[src/rtl/tone_pkg.sv]
// Shared types, widths and the half-period clamp for the tone generator.
package tone_pkg;

    localparam int unsigned FREQ_W = 18;

    typedef enum logic {
        IDLE = 1'b0,
        PLAY = 1'b1
    } tone_state_t;

    // Zero means silence; nonzero values below min_half are raised to min_half.
    function automatic logic [FREQ_W-1:0] clamp_half(input logic [FREQ_W-1:0] v,
                                                     input logic [FREQ_W-1:0] min_half);
        logic [FREQ_W-1:0] r;
        r = v;
        if ((v != '0) && (v < min_half)) begin
            r = min_half;
        end
        return r;
    endfunction

endpackage

[src/rtl/tone_generator_if.sv]
// Decoder/amplifier-facing signals of the tone generator.
// The octave inputs exist only when TONE_OCTAVE_EN is defined.
interface tone_generator_if;
    import tone_pkg::*;

    logic [FREQ_W-1:0] freqVal;
    logic              audioOut;
    logic              audioSd;
    logic              noteActive;
`ifdef TONE_OCTAVE_EN
    logic              octUp;
    logic              octDown;

    modport master (output freqVal, octUp, octDown,
                    input  audioOut, audioSd, noteActive);
    modport slave  (input  freqVal, octUp, octDown,
                    output audioOut, audioSd, noteActive);
`else
    modport master (output freqVal,
                    input  audioOut, audioSd, noteActive);
    modport slave  (input  freqVal,
                    output audioOut, audioSd, noteActive);
`endif
endinterface

[src/rtl/tone_input_filter.sv]
// Debounces the note half-period: a value is committed only after it has held
// for STABLE_CYCLES consecutive cycles; the last stable value wins.
module tone_input_filter
    import tone_pkg::*;
#(
    parameter int unsigned STABLE_CYCLES = 1_000_000,
    parameter int unsigned MIN_HALF      = 2
) (
    input  logic              clk,
    input  logic              rst_n,
    input  logic [FREQ_W-1:0] freq_val,
    input  logic [FREQ_W-1:0] playing_val,
    input  logic              consume,
    output logic [FREQ_W-1:0] pend_val,
    output logic              pend_valid
);

    localparam int unsigned CNT_W = $clog2(STABLE_CYCLES + 1);

    logic [FREQ_W-1:0] freq_q;
    logic [CNT_W-1:0]  stable_cnt;
    logic              match_c;
    logic              commit_c;
    logic [FREQ_W-1:0] commit_val_c;

    assign match_c      = (freq_val == freq_q);
    assign commit_c     = match_c && (stable_cnt == CNT_W'(STABLE_CYCLES - 1));
    assign commit_val_c = clamp_half(freq_q, FREQ_W'(MIN_HALF));

    // Counter saturates one past the commit point so a held value commits once.
    always_ff @(posedge clk or negedge rst_n) begin
        if (!rst_n) begin
            freq_q     <= '0;
            stable_cnt <= '0;
            pend_val   <= '0;
            pend_valid <= 1'b0;
        end else begin
            freq_q <= freq_val;
            if (!match_c) begin
                stable_cnt <= '0;
            end else if (stable_cnt != CNT_W'(STABLE_CYCLES)) begin
                stable_cnt <= stable_cnt + CNT_W'(1);
            end
            // A fresh commit takes priority over the consumer clearing the flag.
            if (commit_c) begin
                pend_val   <= commit_val_c;
                pend_valid <= (commit_val_c != playing_val);
            end else if (consume) begin
                pend_valid <= 1'b0;
            end
        end
    end

endmodule

[src/rtl/tone_generator.sv]
// Square-wave tone generator with debounced, glitch-free note changes.
// Optional feature macro: TONE_OCTAVE_EN (octave up/down on note load).
module tone_generator
    import tone_pkg::*;
#(
    parameter int unsigned STABLE_CYCLES = 1_000_000,
    parameter int unsigned MIN_HALF      = 2
) (
    input  logic             clk,
    input  logic             rst_n,
    tone_generator_if.slave  bus
);

    tone_state_t       state_q,    state_d;
    logic [FREQ_W-1:0] half_cnt_q, half_cnt_d;
    logic [FREQ_W-1:0] cur_half_q, cur_half_d;
    logic [FREQ_W-1:0] cur_src_q,  cur_src_d;
    logic              audio_q,    audio_d;
    logic              sd_q,       sd_d;
    logic              note_q;
    logic [FREQ_W-1:0] pend_val;
    logic              pend_valid;
    logic              consume_c;
    logic              boundary_c;
    logic [FREQ_W-1:0] eff_c;

    tone_input_filter #(
        .STABLE_CYCLES (STABLE_CYCLES),
        .MIN_HALF      (MIN_HALF)
    ) u_filter (
        .clk         (clk),
        .rst_n       (rst_n),
        .freq_val    (bus.freqVal),
        .playing_val (cur_src_q),
        .consume     (consume_c),
        .pend_val    (pend_val),
        .pend_valid  (pend_valid)
    );

`ifdef TONE_OCTAVE_EN
    // Octave shift applied at load time only; doubling saturates at full scale.
    always_comb begin
        eff_c = pend_val;
        if (bus.octUp && !bus.octDown) begin
            eff_c = pend_val >> 1;
        end else if (bus.octDown && !bus.octUp) begin
            eff_c = pend_val[FREQ_W-1] ? {FREQ_W{1'b1}} : (pend_val << 1);
        end
        eff_c = clamp_half(eff_c, FREQ_W'(MIN_HALF));
    end
`else
    assign eff_c = pend_val;
`endif

    assign boundary_c = (half_cnt_q == (cur_half_q - FREQ_W'(1)));

    always_comb begin
        state_d    = state_q;
        half_cnt_d = half_cnt_q;
        cur_half_d = cur_half_q;
        cur_src_d  = cur_src_q;
        audio_d    = audio_q;
        sd_d       = sd_q;
        consume_c  = 1'b0;
        case (state_q)
            IDLE: begin
                audio_d = 1'b0;
                sd_d    = 1'b0;
                if (pend_valid) begin
                    consume_c = 1'b1;
                    if (pend_val != '0) begin
                        cur_half_d = eff_c;
                        cur_src_d  = pend_val;
                        half_cnt_d = '0;
                        audio_d    = 1'b1;
                        sd_d       = 1'b1;
                        state_d    = PLAY;
                    end
                end
            end
            PLAY: begin
                half_cnt_d = half_cnt_q + FREQ_W'(1);
                if (boundary_c) begin
                    half_cnt_d = '0;
                    audio_d    = !audio_q;
                    if (pend_valid) begin
                        consume_c = 1'b1;
                        if (pend_val == '0) begin
                            audio_d   = 1'b0;
                            sd_d      = 1'b0;
                            cur_src_d = '0;
                            state_d   = IDLE;
                        end else begin
                            cur_half_d = eff_c;
                            cur_src_d  = pend_val;
                        end
                    end
                end
            end
            default: state_d = IDLE;
        endcase
    end

    always_ff @(posedge clk or negedge rst_n) begin
        if (!rst_n) begin
            state_q    <= IDLE;
            half_cnt_q <= '0;
            cur_half_q <= '0;
            cur_src_q  <= '0;
            audio_q    <= 1'b0;
            sd_q       <= 1'b0;
            note_q     <= 1'b0;
        end else begin
            state_q    <= state_d;
            half_cnt_q <= half_cnt_d;
            cur_half_q <= cur_half_d;
            cur_src_q  <= cur_src_d;
            audio_q    <= audio_d;
            sd_q       <= sd_d;
            note_q     <= (state_d == PLAY);
        end
    end

    assign bus.audioOut   = audio_q;
    assign bus.audioSd    = sd_q;
    assign bus.noteActive = note_q;

endmodule

[src/flat_wrapper.sv]
// flat-port wrapper written by rule: the top's interface ports become plain ports
module tone_generator_flat import tone_pkg::*;
#(
    parameter int unsigned STABLE_CYCLES = 1_000_000,
    parameter int unsigned MIN_HALF      = 2
)
  (clk, rst_n, bus_freqVal, bus_audioOut, bus_audioSd, bus_noteActive);
  tone_generator_if bus_i ();
  input  logic clk;
  input  logic rst_n;
  input wire logic [$bits(bus_i.freqVal)-1:0] bus_freqVal;
  output wire logic [$bits(bus_i.audioOut)-1:0] bus_audioOut;
  output wire logic [$bits(bus_i.audioSd)-1:0] bus_audioSd;
  output wire logic [$bits(bus_i.noteActive)-1:0] bus_noteActive;
  assign bus_i.freqVal = bus_freqVal;
  assign bus_audioOut = bus_i.audioOut;
  assign bus_audioSd = bus_i.audioSd;
  assign bus_noteActive = bus_i.noteActive;
  tone_generator #(.STABLE_CYCLES(STABLE_CYCLES), .MIN_HALF(MIN_HALF)) u_core (.clk(clk), .rst_n(rst_n), .bus(bus_i));
endmodule
[config.mk]
export PLATFORM = sky130hd
export DESIGN_NAME = tone_generator_flat
export DESIGN_NICKNAME = d
export VERILOG_FILES = /design/src/rtl/tone_pkg.sv /design/src/rtl/tone_generator_if.sv /design/src/rtl/tone_input_filter.sv /design/src/rtl/tone_generator.sv /design/src/flat_wrapper.sv
export SDC_FILE = /design/constraint.sdc
export NUM_CORES = 1
export LEC_CHECK = 0
export CAP_MARGIN = 20
export CORE_MARGIN = 3
export CORE_UTILIZATION = 40
export DETAILED_ROUTE_END_ITERATION = 10
export PLACE_DENSITY = 0.69
export SETUP_SLACK_MARGIN = 0.1
export SYNTH_ARGS = -nofsm -noshare
export SYNTH_HDL_FRONTEND = slang
export SYNTH_SLANG_ARGS = --single-unit
[constraint.sdc]
create_clock -name clk -period 3.1 [get_ports clk]
set_input_delay 0.31 -clock clk [delete_from_list [all_inputs] [get_ports clk]]
set_output_delay 0.31 -clock clk [all_outputs]
set_load 0.02 [all_outputs]
==> impl_metrics.env, run 1 <==
export IMPL_status="complete, no violations"
export IMPL_synth_cell_types=49
export IMPL_placedCellCount=720
export IMPL_synthFlopType="dfrtp_1"
export IMPL_crit_path_top_delay_cell="or4b_4"
export IMPL_firstDrtPassIters=4
export IMPL_drive_gt1_share_pct=16.0
export IMPL_num_vias=4002
export IMPL_areaGrowthSynthToFinish_pct=21.3
export IMPL_cts_tree="done"
export IMPL_async_flop_share_pct=100
export IMPL_core_area_sq_um=13500
export IMPL_start_kind="register"
export IMPL_slew_limit_headroom_pct=62.7
export IMPL_vias_per_cell=5.29
export IMPL_gp_congestion=0.828
export IMPL_fp_row_count=42
export IMPL_ir_drop_mv=0.389
export IMPL_synth_top_cells_by_count="dfrtp_1 (114), nor2_1 (55), xnor2_1 (53)"
export IMPL_synth_top_area_share_pct=50.9
export IMPL_setup_viol=0
export IMPL_rsz0062_at_grt="true"
export IMPL_yosys_top_cells_area="dfrtp_1 (51%), xnor2_1 (8.3%), xor2_1 (6.4%), mux2_2 (5.8%), nor2_1 (3.7%)"
export IMPL_crit_required_ps=3400
export IMPL_synth_seq_cells=114
export IMPL_fin_crit_sh_pct=97.2
export IMPL_io_pin_count=23
export IMPL_synth_largest_area_cell="dfrtp_1"
export IMPL_ant_nets=0
export IMPL_r2r_slack_ps=90
export IMPL_max_clock_path_buffers=2
export IMPL_crit_chain="inv_2 -> ha_4 -> or4b_4 -> or2_4 -> nor4_4 -> xnor2_1 -> or3_1 -> or3_4 -> a21o_4 -> mux2_1"
export IMPL_regToRegEndpoint="u_core.cur_half_q[17]$_DFFE_PN0P_"
export IMPL_synth_area_sq_um=5600
export IMPL_cts_sinks=114
export IMPL_fin_nets=592
export IMPL_hold_path_class="in -> reg"
export IMPL_cpPeakStageDelay_ps=470
export IMPL_yosysMostFrequentCell="dfrtp_1"
export IMPL_min_period_ps=3010
export IMPL_antennaDiodeCount=0
export IMPL_wl_per_cell_microns=15.9
export IMPL_syn_avg_cell_area_sq_um=10.8
export IMPL_dpl_cell_area_sq_um=6140
export IMPL_chipWidth_microns=124
export IMPL_critical_path_class="reg -> reg"
export IMPL_grt_max_degree=78
export IMPL_final_hold_violation_count=0
export IMPL_port_buffers=22
export IMPL_ctsRootBufferMaster="clkbuf_16"
export IMPL_h_tree_depth=4
export IMPL_power_leakage_uw=0.00305
export IMPL_cellPowerDensity_nw_per_um2=523
export IMPL_dieArea_sq_um=15500
export IMPL_gr_total_overflow=0
export IMPL_drc=0
export IMPL_start_util_pct=41.6
export IMPL_grt_pass1_wl_microns=21000
export IMPL_drv_slew=0
export IMPL_fmax_ghz=0.332
export IMPL_grt_pass1_vias=4170
export IMPL_path_max_fanout=6
export IMPL_skew_ps=5.54
export IMPL_drtIter0Drc=216
export IMPL_hold_path_depth=1
export IMPL_min_to="u_core.u_filter.freq_q[2]$_DFF_PN0_"
export IMPL_syn_nets=544
export IMPL_worstHoldStart="bus_freqVal[2]"
export IMPL_antenna_found_initial=0
export IMPL_crit_arrival_ps=3310
export IMPL_cap_violations=0
export IMPL_clock_latency_ps=420
export IMPL_synth_cells=520
export IMPL_final_cell_area_sq_um=6800
export IMPL_fp_dieH_microns=124
export IMPL_clkTransAtPathRegs_ps=50
export IMPL_place_hpwl_microns=8350
export IMPL_synth_edf_count=0
export IMPL_cts_buffers=17
export IMPL_power_uw=3560
export IMPL_r2r_start="u_core.cur_half_q[1]$_DFFE_PN0P_"
export IMPL_yosysSeqAreaShare_pct=50.9
export IMPL_tightest_slew_ps=554
export IMPL_grtUsageTotal_pct=16.8
export IMPL_cp_end_kind="register"
export IMPL_ff2ff_path_depth=10
export IMPL_yosys_warnings=0
export IMPL_final_cells=757
export IMPL_wirelength_microns=12100
[repair_timing]
action	in CTS	in global routing
pin swaps	1	2
setup buffers	1	1
resized for setup	3	3
hold buffers	1	0
cloned	2	0
hold endpoints to repair	37	0
endpoints found under the setup margin	28	55
[final cells by class]
| type | instances | area, sq um |
|---|---|---|
| clock inverter | 8 | 101 |
| timing repair buffer | 43 | 414 |
| multi-input combinational | 375 | 2660 |
| sequential | 114 | 2850 |
| tap | 176 | 220 |
| fill | 1242 | 6650 |
| clock buffer | 24 | 492 |
| inverter | 17 | 63.8 |
[how the worst max path moves through the flow]
| stage | startpoint | end | slack, ps | depth (start not counted) |
|---|---|---|---|---|
| after floorplan | u_core.cur_half_q[0]$_DFFE_PN0P_ | u_core.cur_half_q[13]$_DFFE_PN0P_ | 70 | 12 |
| after global placement | u_core.cur_half_q[1]$_DFFE_PN0P_ | u_core.cur_half_q[17]$_DFFE_PN0P_ | 90 | 10 |
| after detailed placement | u_core.cur_half_q[1]$_DFFE_PN0P_ | u_core.cur_half_q[17]$_DFFE_PN0P_ | 10 | 10 |
| after CTS | u_core.cur_half_q[1]$_DFFE_PN0P_ | u_core.cur_half_q[17]$_DFFE_PN0P_ | 80 | 10 |
| after global routing | u_core.cur_half_q[1]$_DFFE_PN0P_ | u_core.cur_half_q[7]$_DFFE_PN0P_ | -20 | 10 |
| final | u_core.cur_half_q[1]$_DFFE_PN0P_ | u_core.cur_half_q[17]$_DFFE_PN0P_ | 90 | 10 |
[power by group]
part	internal (uW)	total (uW)	switching, uW
Sequential	1500	1520	20.2
Clock	1270	1940	669
Combinational	48.6	98.7	50.2
Total	2820	3560	740
[routing by layer]
metal  global-route usage [%]  vias up  part of all wire, %
li1                         -     1934                    -
met1                     21.8     1977                   46
met2                     27.3       78                   49
met3                     4.76       13                  4.0
met4                     5.35        0                  1.0
met5                        0        -                    0
[worst max-delay path: cells and delay by family, from the launching register on]
kind                       cells  cell delay (ps)
DFF                            1              390
buffers and inverters          1               80
adders and majority gates      1              130
muxes                          1              300
and+or+nand+nor                5             1610
AOI/OAI and AO/OA              1              250
xor gates and xnor gates       1              110
[cells in the final DEF (no fill, tap or decap), types with 3 or more instances in the layout]
master / Yosys / final
a21oi_1: 7 / 7
a22o_1: 14 / 14
a31oi_1: 3 / 3
and3_1: 8 / 8
buf_4: 0 / 16
buf_6: 4 / 3
clkbuf_1: 10 / 3
clkbuf_16: 0 / 17
clkbuf_8: 0 / 4
clkdlybuf4s50_1: 0 / 21
clkinv_2: 0 / 3
clkinv_4: 0 / 3
dfrtp_1: 114 / 114
ha_1: 4 / 3
inv_1: 17 / 15
mux2_2: 29 / 29
mux2i_1: 5 / 5
nand2_1: 30 / 30
nand2b_1: 6 / 6
nand3_1: 22 / 22
nand4_1: 13 / 13
nor2_1: 55 / 55
nor3_1: 11 / 11
nor4_1: 18 / 17
o21ai_0: 10 / 9
o22ai_1: 4 / 4
or3_1: 6 / 5
or4_1: 6 / 6
xnor2_1: 53 / 53
xor2_1: 41 / 41
[state kept, by name, summed over array words and instances, names as in the netlist]
name	flops
u_core.u_filter.freq_q	18
u_core.state_q	1
u_core.half_cnt_q	18
u_core.u_filter.pend_val	18
u_core.u_filter.stable_cnt	20
u_core.cur_src_q	18
u_core.cur_half_q	18
u_core.bus.audioSd	1
u_core.u_filter.pend_valid	1
u_core.bus.audioOut	1
[through the flow]
step                      setup TNS [ps]  util, %  worst slack, ps  hold slack (ps)
after floorplan                        0        -             72.3             14.4
after CTS                              0     50.4             77.2              370
after global routing               -69.4     50.5            -17.5              372
after global placement                 0     45.6             87.7              311
final                                  0     50.5             87.0              382
after detailed placement               0     45.6             10.2              312
[kinds of logic after synthesis]
logic type | count (synthesis) | synth area share [%]
AND/OR/NAND/NOR | 188 | 17.2
flip-flops | 114 | 50.9
XOR/XNOR | 94 | 14.7
AO/OA/AOI/OAI | 52 | 6.63
multiplexers | 35 | 6.92
buffers and inverters | 33 | 2.79
adder cells (fa/ha/maj) | 4 | 0.893
No activity file was read; power rests on OpenSTA's default activity.
==> inputs of run 2 (changes only) <==
--- a/constraint.sdc
+++ b/constraint.sdc
@@ -3,2 +3,2 @@
 set_output_delay 0.31 -clock clk [all_outputs]
-set_load 0.02 [all_outputs]
+set_load 0.01 [all_outputs]
==> results of run 2 <==
No change in the layout: final DEF, timing and power equal those of run 1.
==> inputs of run 3 (changes only) <==
- CORE_UTILIZATION: 40 -> 55
- PLACE_DENSITY: 0.69 -> 0.86
==> impl_metrics.env, run 3 (same netlist as run 1, synthesis figures left out) <==
export IMPL_status="complete, no violations"
export IMPL_h_tree_depth=4
export IMPL_fin_crit_sh_pct=99.1
export IMPL_largest_register="u_core.u_filter.stable_cnt"
export IMPL_max_clock_path_buffers=2
export IMPL_slew_limit_headroom_pct=59.1
export IMPL_crit_chain="inv_2 -> ha_4 -> or4b_4 -> or2_4 -> xnor2_1 -> nor3_1 -> nand3_1 -> or3_4 -> a21o_4 -> mux2_4"
export IMPL_fp_dieH_microns=107
export IMPL_final_core_util_pct=69.8
export IMPL_start_util_pct=57.1
export IMPL_r2r_start="u_core.cur_half_q[1]$_DFFE_PN0P_"
export IMPL_ant_nets=0
export IMPL_chipWidth_microns=107
export IMPL_crit_required_ps=3500
export IMPL_dpl_cell_area_sq_um=6070
export IMPL_crit_path_top_delay_cell="or4b_4"
export IMPL_place_hpwl_microns=8600
export IMPL_vias_per_cell=6.06
export IMPL_fillers=658
export IMPL_cts_sinks=114
export IMPL_rsz0062_at_grt="true"
export IMPL_grtUsageTotal_pct=25.6
export IMPL_cts_buffers=17
export IMPL_r2r_slack_ps=30
export IMPL_final_hold_violation_count=0
export IMPL_tightest_slew_ps=609
export IMPL_cap_violations=0
export IMPL_critPathCapture="u_core.cur_half_q[17]$_DFFE_PN0P_"
export IMPL_drv_slew=0
export IMPL_antennaDiodeCount=0
export IMPL_grt_pass1_vias=4549
export IMPL_gp_congestion=0.917
export IMPL_ir_drop_mv=0.332
export IMPL_io_pin_count=23
export IMPL_cellPowerDensity_nw_per_um2=519
export IMPL_clock_latency_ps=520
export IMPL_path_buf_inv=1
export IMPL_core_area_sq_um=9820
export IMPL_fp_row_count=36
export IMPL_firstDrtPassIters=5
export IMPL_ctsRootBufferMaster="clkbuf_8"
export IMPL_critical_path_class="reg -> reg"
export IMPL_cts_tree="done"
export IMPL_final_cell_area_sq_um=6860
export IMPL_whs_ps=274
export IMPL_wl_per_cell_microns=19.3
export IMPL_path_max_fanout=6
export IMPL_dieArea_sq_um=11400
export IMPL_start_kind="register"
export IMPL_gr_total_overflow=0
export IMPL_grt_max_degree=70
export IMPL_clkTransAtPathRegs_ps=60
export IMPL_port_buffers=22
export IMPL_fin_tns_setup_ps=0
export IMPL_fin_nets=597
export IMPL_crit_arrival_ps=3470
export IMPL_hold_path_class="in -> reg"
export IMPL_skew_ps=7.72
export IMPL_power_leakage_uw=0.00307
export IMPL_regToRegEndpoint="u_core.cur_half_q[17]$_DFFE_PN0P_"
export IMPL_num_vias=4357
export IMPL_fmax_ghz=0.326
export IMPL_drc=0
export IMPL_min_period_ps=3070
export IMPL_areaGrowthSynthToFinish_pct=22.4
export IMPL_grt_pass1_wl_microns=22500
export IMPL_drive_gt1_share_pct=19.5
export IMPL_startpoint="u_core.cur_half_q[1]$_DFFE_PN0P_"
export IMPL_cpPeakStageDelay_ps=490
export IMPL_cp_end_kind="register"
export IMPL_cp_num_cells=10
export IMPL_path_delay_family="simple AND/OR/NAND/NOR gates"
export IMPL_wirelength_microns=13900
export IMPL_final_common_cell="dfrtp_1"
export IMPL_setup_viol=0
export IMPL_ff2ff_path_depth=10
export IMPL_placedCellCount=675
export IMPL_drtIter0Drc=350
export IMPL_antenna_found_initial=0
export IMPL_largest_reg_flops=20
export IMPL_layout_common_cells="dfrtp_1 (114), xnor2_1 (53), nor2_1 (49)"
export IMPL_final_cells=719
[run 3: changes by cell type in the layout (fill, tap and decap cells not counted), sizes merged]
| cell | previous run | this run |
|---|---|---|
| clkbuf | 24 | 18 |
| inv | 17 | 23 |
| buf | 21 | 25 |
| clkinvlp | 0 | 1 |
[run 3: routing by layer]
| layer | up-vias | GRT usage [%] | part of all wire (%) |
|---|---|---|---|
| li1 | 1942 | - | - |
| met1 | 2188 | 30.8 | 39 |
| met2 | 165 | 42.7 | 51 |
| met3 | 62 | 7.41 | 5.9 |
| met4 | 0 | 11.6 | 4.0 |
| met5 | - | 0 | 0 |
[run 3: power by group]
group	internal, uW	switching, uW	total [uW]
registers	1500	21.8	1520
clock network	1170	763	1930
logic	48.6	52.2	101
[run 3: worst min-delay path by stage]
stage | startpoint | end | cells past startpoint | slack [ps]
floorplan | rst_n | u_core.bus.audioOut$_DFFE_PN0P_ | 0 | 10
global placement | rst_n | u_core.half_cnt_q[0]$_DFFE_PN0P_ | 1 | 340
detailed placement | rst_n | u_core.half_cnt_q[0]$_DFFE_PN0P_ | 1 | 350
CTS | bus_freqVal[4] | u_core.u_filter.freq_q[4]$_DFF_PN0_ | 1 | 270
global route | bus_freqVal[4] | u_core.u_filter.freq_q[4]$_DFF_PN0_ | 1 | 250
finish | bus_freqVal[4] | u_core.u_filter.freq_q[4]$_DFF_PN0_ | 1 | 270
[run 3: metrics by stage]
| stage | setup slack, ps | power (uW) |
|---|---|---|
| global placement | 100 | 1640 |
| global route | -27.3 | 3670 |
| detailed placement | 30.7 | 1650 |
| floorplan | 72.3 | 1570 |
| finish | 28.4 | 3560 |
| CTS | 95.1 | 3570 |
[run 3: layout make-up]
class	count	area [sq um]	area share, %
timing repair buffer	48	469	6.84
inverter	17	63.8	0.930
clock buffer	17	414	6.04
tap	133	166	2.43
sequential	114	2850	41.6
clock inverter	15	175	2.55
multi-input combinational	375	2720	39.6
[run 3: what timing repair did]
item,4_1_cts,5_1_grt
pin swaps,4,9
setup buffers,1,6
resized for setup,6,16
hold buffers,1,0
setup endpoints to repair,35,55
hold endpoints to repair,45,0
cloned,2,2
